[config.mk]
export PLATFORM = sky130hd
export DESIGN_NAME = uart_tx_serializer
export DESIGN_NICKNAME = d
export VERILOG_FILES = /design/src/rtl/uart_tx_serializer.sv
export SDC_FILE = /design/constraint.sdc
export NUM_CORES = 1
export LEC_CHECK = 0
export BUFFER_PORTS_ARGS = -buffer_cell sky130_fd_sc_hd__buf_4
export CAP_MARGIN = 5
export CORE_UTILIZATION = 30
export CTS_CLUSTER_DIAMETER = 40
export DETAILED_ROUTE_END_ITERATION = 12
export GPL_TIMING_DRIVEN = 0
export PLACE_DENSITY = 0.51
export RECOVER_POWER = 100
export SETUP_SLACK_MARGIN = 0.2
export SLEW_MARGIN = 20
export SYNTH_ARGS = -nofsm -noshare
export SYNTH_HDL_FRONTEND = slang
export SYNTH_SLANG_ARGS = --single-unit
[constraint.sdc]
create_clock -name CLK -period 2.6 [get_ports CLK]
set_input_delay 0.13 -clock CLK [delete_from_list [all_inputs] [get_ports CLK]]
set_output_delay 0.13 -clock CLK [all_outputs]
set_load 0.02 [all_outputs]
[src/rtl/uart_tx_serializer.sv]
// UART transmit engine: start bit, DATA_WIDTH data bits LSB first, optional parity, stop.
// Optional second stop bit is compiled in with `define UART_TX_TWO_STOP_EN (adds input STOP2).
module uart_tx_serializer #(
    parameter int DATA_WIDTH = 8
) (
    input  logic                  CLK,
    input  logic                  RST,
    input  logic [5:0]            Prescale,
    input  logic [DATA_WIDTH-1:0] P_DATA,
    input  logic                  Data_Valid,
    input  logic                  PAR_EN,
    input  logic                  PAR_TYP,
`ifdef UART_TX_TWO_STOP_EN
    input  logic                  STOP2,
`endif
    output logic                  TX_OUT,
    output logic                  busy
);

    localparam int BIT_W = (DATA_WIDTH > 8) ? 4 : 3;
    localparam logic [BIT_W-1:0] LAST_BIT = BIT_W'(DATA_WIDTH - 1);

    typedef enum logic [2:0] {
        IDLE   = 3'd0,
        START  = 3'd1,
        DATA   = 3'd2,
        PARITY = 3'd3,
        STOP   = 3'd4
    } state_t;

    state_t                state_q, state_d;
    logic [5:0]            edge_cnt_q, edge_cnt_d;
    logic [BIT_W-1:0]      bit_cnt_q, bit_cnt_d;
    logic [DATA_WIDTH-1:0] data_q, data_d;
    logic [5:0]            pre_q, pre_d;
    logic                  par_en_q, par_en_d;
    logic                  par_bit_q, par_bit_d;
    logic                  stop2_q, stop2_d;
    logic                  stop_second_q, stop_second_d;
    logic                  tx_d, busy_d;
    logic                  last_edge, accept, stop2_in;
    logic [5:0]            pre_in;

`ifdef UART_TX_TWO_STOP_EN
    assign stop2_in = STOP2;
`else
    assign stop2_in = 1'b0;
`endif

    // Prescale values below 4 are treated as 4.
    assign pre_in    = (Prescale < 6'd4) ? 6'd4 : Prescale;
    assign last_edge = (edge_cnt_q == (pre_q - 6'd1));

    // Handshake: a word is taken when Data_Valid=1 in IDLE, or on the final STOP
    // edge (back-to-back); busy is high from the accept edge to the end of the frame.
    // Data_Valid at any other time is ignored and the word is lost.
    always_comb begin
        state_d       = state_q;
        edge_cnt_d    = edge_cnt_q;
        bit_cnt_d     = bit_cnt_q;
        data_d        = data_q;
        pre_d         = pre_q;
        par_en_d      = par_en_q;
        par_bit_d     = par_bit_q;
        stop2_d       = stop2_q;
        stop_second_d = stop_second_q;
        accept        = 1'b0;

        case (state_q)
            IDLE: begin
                if (Data_Valid) accept = 1'b1;
            end
            START: begin
                if (last_edge) begin
                    state_d    = DATA;
                    edge_cnt_d = 6'd0;
                    bit_cnt_d  = '0;
                end else begin
                    edge_cnt_d = edge_cnt_q + 6'd1;
                end
            end
            DATA: begin
                if (last_edge) begin
                    edge_cnt_d = 6'd0;
                    if (bit_cnt_q == LAST_BIT) begin
                        state_d   = par_en_q ? PARITY : STOP;
                        bit_cnt_d = '0;
                    end else begin
                        bit_cnt_d = bit_cnt_q + 1'b1;
                    end
                end else begin
                    edge_cnt_d = edge_cnt_q + 6'd1;
                end
            end
            PARITY: begin
                if (last_edge) begin
                    state_d    = STOP;
                    edge_cnt_d = 6'd0;
                end else begin
                    edge_cnt_d = edge_cnt_q + 6'd1;
                end
            end
            STOP: begin
                if (last_edge) begin
                    edge_cnt_d = 6'd0;
                    if (stop2_q && !stop_second_q) begin
                        stop_second_d = 1'b1;
                    end else begin
                        stop_second_d = 1'b0;
                        if (Data_Valid) accept = 1'b1;
                        else            state_d = IDLE;
                    end
                end else begin
                    edge_cnt_d = edge_cnt_q + 6'd1;
                end
            end
            default: begin
                state_d    = IDLE;
                edge_cnt_d = 6'd0;
                bit_cnt_d  = '0;
            end
        endcase

        if (accept) begin
            state_d       = START;
            edge_cnt_d    = 6'd0;
            bit_cnt_d     = '0;
            data_d        = P_DATA;
            pre_d         = pre_in;
            par_en_d      = PAR_EN;
            par_bit_d     = (^P_DATA) ^ PAR_TYP;
            stop2_d       = stop2_in;
            stop_second_d = 1'b0;
        end

        // The line is driven from the next state so TX_OUT changes on the same edge.
        case (state_d)
            START:   tx_d = 1'b0;
            DATA:    tx_d = data_d[bit_cnt_d];
            PARITY:  tx_d = par_bit_d;
            default: tx_d = 1'b1;
        endcase
        busy_d = (state_d != IDLE);
    end

    always_ff @(posedge CLK or negedge RST) begin
        if (!RST) begin
            state_q       <= IDLE;
            edge_cnt_q    <= 6'd0;
            bit_cnt_q     <= '0;
            data_q        <= '0;
            pre_q         <= 6'd0;
            par_en_q      <= 1'b0;
            par_bit_q     <= 1'b0;
            stop2_q       <= 1'b0;
            stop_second_q <= 1'b0;
            TX_OUT        <= 1'b1;
            busy          <= 1'b0;
        end else begin
            state_q       <= state_d;
            edge_cnt_q    <= edge_cnt_d;
            bit_cnt_q     <= bit_cnt_d;
            data_q        <= data_d;
            pre_q         <= pre_d;
            par_en_q      <= par_en_d;
            par_bit_q     <= par_bit_d;
            stop2_q       <= stop2_d;
            stop_second_q <= stop_second_d;
            TX_OUT        <= tx_d;
            busy          <= busy_d;
        end
    end

endmodule

==> results.md, run 1 <==
- I/O pins: 21
- Largest net degree at the start of global routing: 31
- DRT Pass-1 Iters: 4
- Worst Path Arrival: 2.92 ns
- Combinational share of power: 0.068
- #FFs+latches synth: 30
- Mapped Avg Cell Area: 9.01 um^2
- Switching pwr: 207 uW
- Antenna-violating nets left: 0
- Multi-input logic area: 0.00102 mm^2
- Cell chain of the critical path: xnor2_1 -> xnor2_1 -> o31a_1 -> or2_1 -> buf_6 -> buf_8 -> o31a_1 -> o21ai_0 -> a211oi_2 -> o32ai_2
- Worst slew pin tran: 1.65 ns
- Clock root buffer: clkbuf_8
- Register area: 754 um^2
- CP max stage cell: dfrtp_1
- Final nets: 262
- Dpl ws: -0.268 ns
- Fillers: 591
- First-pass GRT wire length: 7.13 mm
- Chip width: 78.7 um
- Most frequent cells in the layout: 38 x nand2_1, 29 x buf_4, 27 x dfrtp_1
- Clock power share: 0.425
- Synth Area in Simple Gates: 0.217
- Failing checks: capacitance limit, slew limit, setup timing
- Routed WL: 4.21 mm
- WL/cell: 13.5 um
- Via count: 1491
- Crit. End Element: flip-flop
- Min Tclk post-route: 2.72 ns
- Share of post-route cells with drive strength above 1: 0.275
- Met1 GRT Util: 0.214
- Final hold viol count: 0
- Vias in the first global route: 1460
- Initial Utilization: 0.315
- Post-synth net total: 219
- Max-slew violation count: 31
- Register area share after synthesis: 0.426
- Crit-path max cell delay: 0.47 ns
- Final HPWL DP: 2.81 mm
- # H-tree levels: 2
- Number of buffers created by CTS: 5
- Gr ovfl total: 0
- Drt drc: 0
- Mux cell area share after synthesis: 0.0127
- P&R area growth vs syn: 31.2%
- Synth Instances: 196
- Gr usage total: 0.153
- CP Max Fanout: 6
- Max Cap Viol: 1
- Post-synth ARST share: 1.00
- HP Class: primary input to flip-flop
- Required @ worst endpoint: 2.80 ns
- Post-synth EDFFs: 0
- Pwr dens: 397 mW/mm^2
- Skew-Pair Late Insertion Delay: 0.28 ns
- Seq pwr share: 0.508
- Diodes inserted: 0
- Cell internal pwr: 713 uW
- Cell Area, Synth: 0.00177 mm^2
- Outcome: finished, violations left
- CTS tree: built
- Critical path launch point type: flip-flop
- Final Setup Violations: 5
- Initial antenna violation count: 0
- Final Skew: 0.00876 ns
- Synth Area in XOR/XNOR: 0.0892
- Commonest non-fill, non-tap cell in the layout: nand2_1
- M2 GR Usage: 0.223
- Final WS setup: -0.120 ns
- Main synth FF type: dfrtp_1
- Global placement routability congestion: 0.766
- Final period util: 1.05
- Final Instance Count excl. Fillers: 312
- Adder-cell share of the synthesized area: 0.0283
- Largest family of logic cells by synthesized area: simple AND/OR/NAND/NOR gates
- Critical path type: flip-flop to flip-flop
- Num rows: 27
- GR Util met3: 0.0310
- Clock Sinks: 30
- Max clock buf depth: 2
- Gr busiest metal: met2
- Core box area: 0.00561 mm^2
- Fmax: 368 MHz
- Die Ht: 78.7 um
- FF-to-FF setup slack: -0.12 ns
- VDD IR max: 0.220 mV
- Leak pwr: 0.000993 uW
- Unique cell type count in the Yosys netlist: 44
- Via-to-Cell Ratio: 4.78
- RSZ-0062 raised after global routing: true
- Initial DRC count: 71
- Max-slew headroom: -0.100
- Total Die Area: 0.00620 mm^2
- PortBufs: 20
- Complex-gate fraction of the synthesized area: 0.187
- Switching Share: 0.225
- Cell count after placement: 288
- Clock Pin Slew Worst Setup and Hold Paths: 0.07 ns
- Syn. warnings: 0
-- worst paths after layout --
check                           from           end  depth (start not counted)
max                         pre_q[3]        TX_OUT                         10
min                        P_DATA[5]     data_q[5]                          3
max reg2reg                 pre_q[3]        TX_OUT                         10
min reg2reg                data_q[7]     data_q[7]                          2
max in group asynchronous        RST      pre_q[0]                          2
min in group asynchronous        RST  bit_cnt_q[0]                          2
-- power groups by stage --
stage | Combinational, uW | Sequential, uW | Clock, uW
floorplan | 22.7 | 476 | 0
global placement | 62.9 | 475 | 0
detailed placement | 62.9 | 475 | 0
CTS | 64.2 | 467 | 398
global route | 68.5 | 466 | 424
finish | 62.1 | 467 | 390
-- stage by stage --
step	hold slack, ns	util	setup TNS (ns)	area [um^2]	power (uW)
2_1_floorplan	-0.166	-	0	1770	498
3_3_place_gp	0.0926	0.359	-1.80	2010	538
3_5_place_dp	0.0904	0.359	-1.66	2010	538
4_1_cts	0.0394	0.405	-0.450	2270	929
5_1_grt	0.0345	0.413	-1.13	2320	959
6_report	0.0459	0.413	-0.214	2320	919
-- state kept, by name, indices dropped and copies added (netlist names) --
name / count
par_bit_q: 1
TX_OUT: 1
busy: 1
data_q: 8
pre_q: 6
par_en_q: 1
state_q: 3
edge_cnt_q: 6
bit_cnt_q: 3
-- Yosys cell counts, types with 2 or more instances --
cell,number,area share
a211oi_1,4,0.017
a21o_1,2,0.0085
a21oi_1,5,0.014
a32o_1,2,0.011
and3_1,2,0.0071
buf_6,2,0.013
clkbuf_1,4,0.0085
dfrtp_1,29,0.41
ha_1,4,0.028
inv_1,8,0.017
nand2_1,39,0.083
nand2b_1,3,0.011
nand3_1,7,0.020
nand4b_1,2,0.0099
nor2_1,13,0.028
nor2b_1,3,0.011
nor4_1,3,0.011
o21ai_0,15,0.042
o21ai_1,3,0.0085
o31a_1,2,0.0099
o31ai_1,4,0.017
or3_1,2,0.0071
xnor2_1,15,0.074
xor2_1,3,0.015
-- cell type report --
cell class | instances | area share
inverter | 8 | 0.0130
buffer | 7 | 0.0248
multi-input combinational | 151 | 0.441
clock buffer | 7 | 0.0373
tap | 72 | 0.0389
sequential | 30 | 0.326
timing repair buffer | 36 | 0.118
clock inverter | 1 | 0.00216
-- timing repair --
item                       4_1_cts  5_1_grt
cloned                           0        0
hold endpoints to repair        29        0
hold buffers                     1        0
setup endpoints to repair       20       22
resized for setup               15       17
setup buffers                   13        2
pin swaps                       13        6
-- cell families after synthesis --
family / after synthesis
flip-flops: 30
adder cells (fa/ha/maj): 4
AND/OR/NAND/NOR: 81
buffers and inverters: 15
multiplexers: 1
AO/OA/AOI/OAI: 47
XOR/XNOR: 18
-- per-layer routing --
metal	up-vias	routed length, um
met4	0	78
met3	5	108
met2	25	1890
met5	-	0
met1	690	2130
li1	771	-
-- worst max-delay path: cells and delay by family, from the launching register on --
kind	cells	cell delay [ns]
AND/OR/NAND/NOR	1	0.24
buffers and inverters	2	0.27
AO/OA/AOI/OAI	5	1.28
flip-flops	1	0.47
XOR/XNOR	2	0.39
(Power assumes the default switching activity.)
==> run 2, diff against run 1 <==
--- a/config.mk
+++ b/config.mk
@@ -5,7 +5,7 @@
 export SDC_FILE = /design/constraint.sdc
 export NUM_CORES = 1
 export LEC_CHECK = 0
-export BUFFER_PORTS_ARGS = -buffer_cell sky130_fd_sc_hd__buf_4
+export BUFFER_PORTS_ARGS = -buffer_cell sky130_fd_sc_hd__buf_2
 export CAP_MARGIN = 5
 export CORE_UTILIZATION = 30
 export CTS_CLUSTER_DIAMETER = 40
==> run 2 against run 1 <==
Effect of this change: the run still ends with capacitance limit, slew limit, setup timing left; sequential share of layout area rose by 0.28 points; non-clock buffer count shrank 2; clock power is 15% higher; critical endpoint unchanged; largest power group unchanged; highest routed layer unchanged.
==> results.md, run 2 (same netlist as run 1, synthesis figures left out) <==
- DRT Pass-1 Iters: 4 (unchanged)
- RSZ-0062 raised after global routing: true
- HP Class: primary input to flip-flop
- Critical path type: flip-flop to flip-flop
- Pwr dens: 424 mW/mm^2 (+6.8%)
- Via-to-Cell Ratio: 4.95 (+3.5%)
- Critical path launch point type: flip-flop
- Biggest register: data_q
- CTS tree: built
- WL/cell: 13.4 um (-0.81%)
- VDD IR max: 0.216 mV (-1.9%)
- First-pass GRT wire length: 6.92 mm (-3.0%)
- Antenna-violating nets left: 0 (unchanged)
- Required @ worst endpoint: 2.80 ns (about the same)
- Most frequent cells in the layout: 38 x nand2_1, 29 x dfrtp_1, 17 x buf_2
- Final nets: 260 (-0.76%)
- Fmax: 373 MHz (+1.4%)
- Fillers: 609 (+3.0%)
- Combinational share of power: 0.057 (-0.011)
- CP Max Fanout: 4 (-2)
- Worst slew pin tran: 1.72 ns (+0.0675 ns)
- Max-slew violation count: 31 (unchanged)
- Final hold viol count: 0 (unchanged)
- Biggest regs: data_q x8, edge_cnt_q x6, pre_q x6
- Switching pwr: 211 uW (+2.1%)
- Fin util: 0.408 (-0.00491)
- Initial antenna violation count: 0 (unchanged)
- Gr usage total: 0.151 (-0.00201)
- Dpl ws: -0.271 ns (-0.00277 ns)
- Final Setup Violations: 1 (-4)
- Share of post-route cells with drive strength above 1: 0.273 (-0.00189)
- I/O pins: 21 (unchanged)
- Die Ht: 78.7 um (unchanged)
- Max clock buf depth: 2 (unchanged)
- Num rows: 27 (unchanged)
- Initial Utilization: 0.315 (unchanged)
- Initial DRC count: 44 (-38%)
- Worst hold stages: 3 (unchanged)
- Via count: 1533 (+2.8%)
- Final WS setup: -0.0822 ns (+0.0377 ns)
- Final period util: 1.03 (-0.0145)
- Clock root buffer: clkbuf_8
- Seq pwr share: 0.481 (-0.027)
- Reg2reg path depth: 12 (+2)
- Core box area: 0.00561 mm^2 (unchanged)
- Leak pwr: 0.000989 uW (-0.36%)
- PortBufs: 20 (unchanged)
- Total Die Area: 0.00620 mm^2 (unchanged)
- Skew-Pair Late Insertion Delay: 0.29 ns (about the same)
- Switching Share: 0.218 (-0.00737)
- Outcome: finished, violations left
- # H-tree levels: 2 (unchanged)
- Clock Sinks: 30 (unchanged)
- Number of buffers created by CTS: 5 (unchanged)
- Clock Pin Slew Worst Setup and Hold Paths: 0.06 ns (about the same)
- Chip width: 78.7 um (unchanged)
- P&R area growth vs syn: 29.6%
- Final Skew: 0.00372 ns (-0.00503 ns)
- Vias in the first global route: 1450 (-0.68%)
- Final HPWL DP: 2.76 mm (-1.8%)
- Drt drc: 0 (unchanged)
- Routed WL: 4.15 mm (-1.4%)
- Worst Path Arrival: 2.89 ns (-0.03 ns)
- Global placement routability congestion: 0.748 (-2.2%)
- Max Cap Viol: 1 (unchanged)
- Min Tclk post-route: 2.68 ns (-0.0377 ns)
- Gr ovfl total: 0 (unchanged)
- Max reg flops: 8 (unchanged)
- Largest net degree at the start of global routing: 31 (unchanged)
- Failing checks: capacitance limit, slew limit, setup timing
- Clock power share: 0.462 (+0.037)
- Max-slew headroom: -0.145 (-0.0450)
- Crit. End Element: flip-flop
- Commonest non-fill, non-tap cell in the layout: nand2_1
- Cell internal pwr: 759 uW (+6.6%)
- Diodes inserted: 0 (unchanged)
-- run 2: changes by cell type in the layout (fill, tap and decap cells not counted), moves of 2 or more --
cell      previous run  this run
a211oi_1             1         3
a211oi_2             3         1
buf_2                0        17
buf_4               29        13
buf_6                5         1
clkbuf_8             6         9
dfrtp_1             27        29
dfrtp_2              2         0
o21ai_0             14        11
o21ai_1              3         6
-- run 2: power groups by stage --
| stage | logic, uW | registers [uW] | clock network [uW] |
|---|---|---|---|
| 2_1_floorplan | 22.7 | 476 | 0 |
| 3_3_place_gp | 54.8 | 475 | 0 |
| 3_5_place_dp | 54.6 | 475 | 0 |
| 4_1_cts | 56.0 | 467 | 460 |
| 5_1_grt | 61.8 | 466 | 481 |
| 6_report | 55.2 | 467 | 448 |
-- run 2: per-layer routing --
metal / vias to the layer above / track usage / routed length (um)
li1: 768 / - / -
met1: 728 / 0.198 / 2030
met2: 31 / 0.230 / 1920
met3: 6 / 0.0345 / 119
met4: 0 / 0.0778 / 82
met5: - / 0 / 0
-- run 2: what timing repair did --
item / CTS / global route
pin swaps: 9 / 7
endpoints found under the hold margin: 29 / 0
gates resized for setup: 14 / 16
setup endpoints to repair: 19 / 21
cloned: 0 / 0
buffers inserted: 10 / 3
hold buffers: 1 / 0
-- run 2: area by class of cell --
type	count	area (um^2)	area share
flip-flops and latches	30	752	0.328
plain buffers	7	60.1	0.0262
well taps	72	90.1	0.0393
multi-input cells	151	1040	0.456
clock buffers	8	110	0.0481
repair buffers	34	204	0.0891
inverters	8	30.0	0.0131
-- run 2: worst paths after layout --
kind	from	slack (ns)	end
setup / recovery	pre_q[0]	-0.08	TX_OUT
min in group asynchronous	RST	0.83	pre_q[4]
hold / removal	Prescale[5]	0.05	pre_q[5]
hold reg to reg	data_q[1]	0.48	data_q[1]
max in group asynchronous	RST	0.78	state_q[2]
setup reg to reg	pre_q[0]	-0.08	TX_OUT
-- run 2: through the flow --
| step | power, uW | instances | cell area [um^2] | setup TNS [ns] | hold WS (ns) |
|---|---|---|---|---|---|
| 2_1_floorplan | 498 | 196 | 1770 | 0 | -0.166 |
| 3_3_place_gp | 530 | 288 | 1960 | -2.02 | 0.224 |
| 3_5_place_dp | 530 | 288 | 1960 | -1.33 | 0.222 |
| 4_1_cts | 983 | 307 | 2210 | -0.0477 | 0.0450 |
| 5_1_grt | 1010 | 310 | 2290 | -0.221 | 0.0512 |
| 6_report | 970 | 310 | 2290 | -0.0822 | 0.0453 |
-- run 2: worst max-delay path, stage by stage, from the launching register on --
cell and delay [ns]:
dfrtp_1 0.40, buf_4 0.15, nor4_4 0.28, a21oi_1 0.09
nand4b_1 0.21, or2_1 0.26, buf_6 0.14, mux2i_4 0.19
buf_4 0.17, a211oi_1 0.22, a211oi_1 0.09, a211oi_2 0.28
o32ai_2 0.13
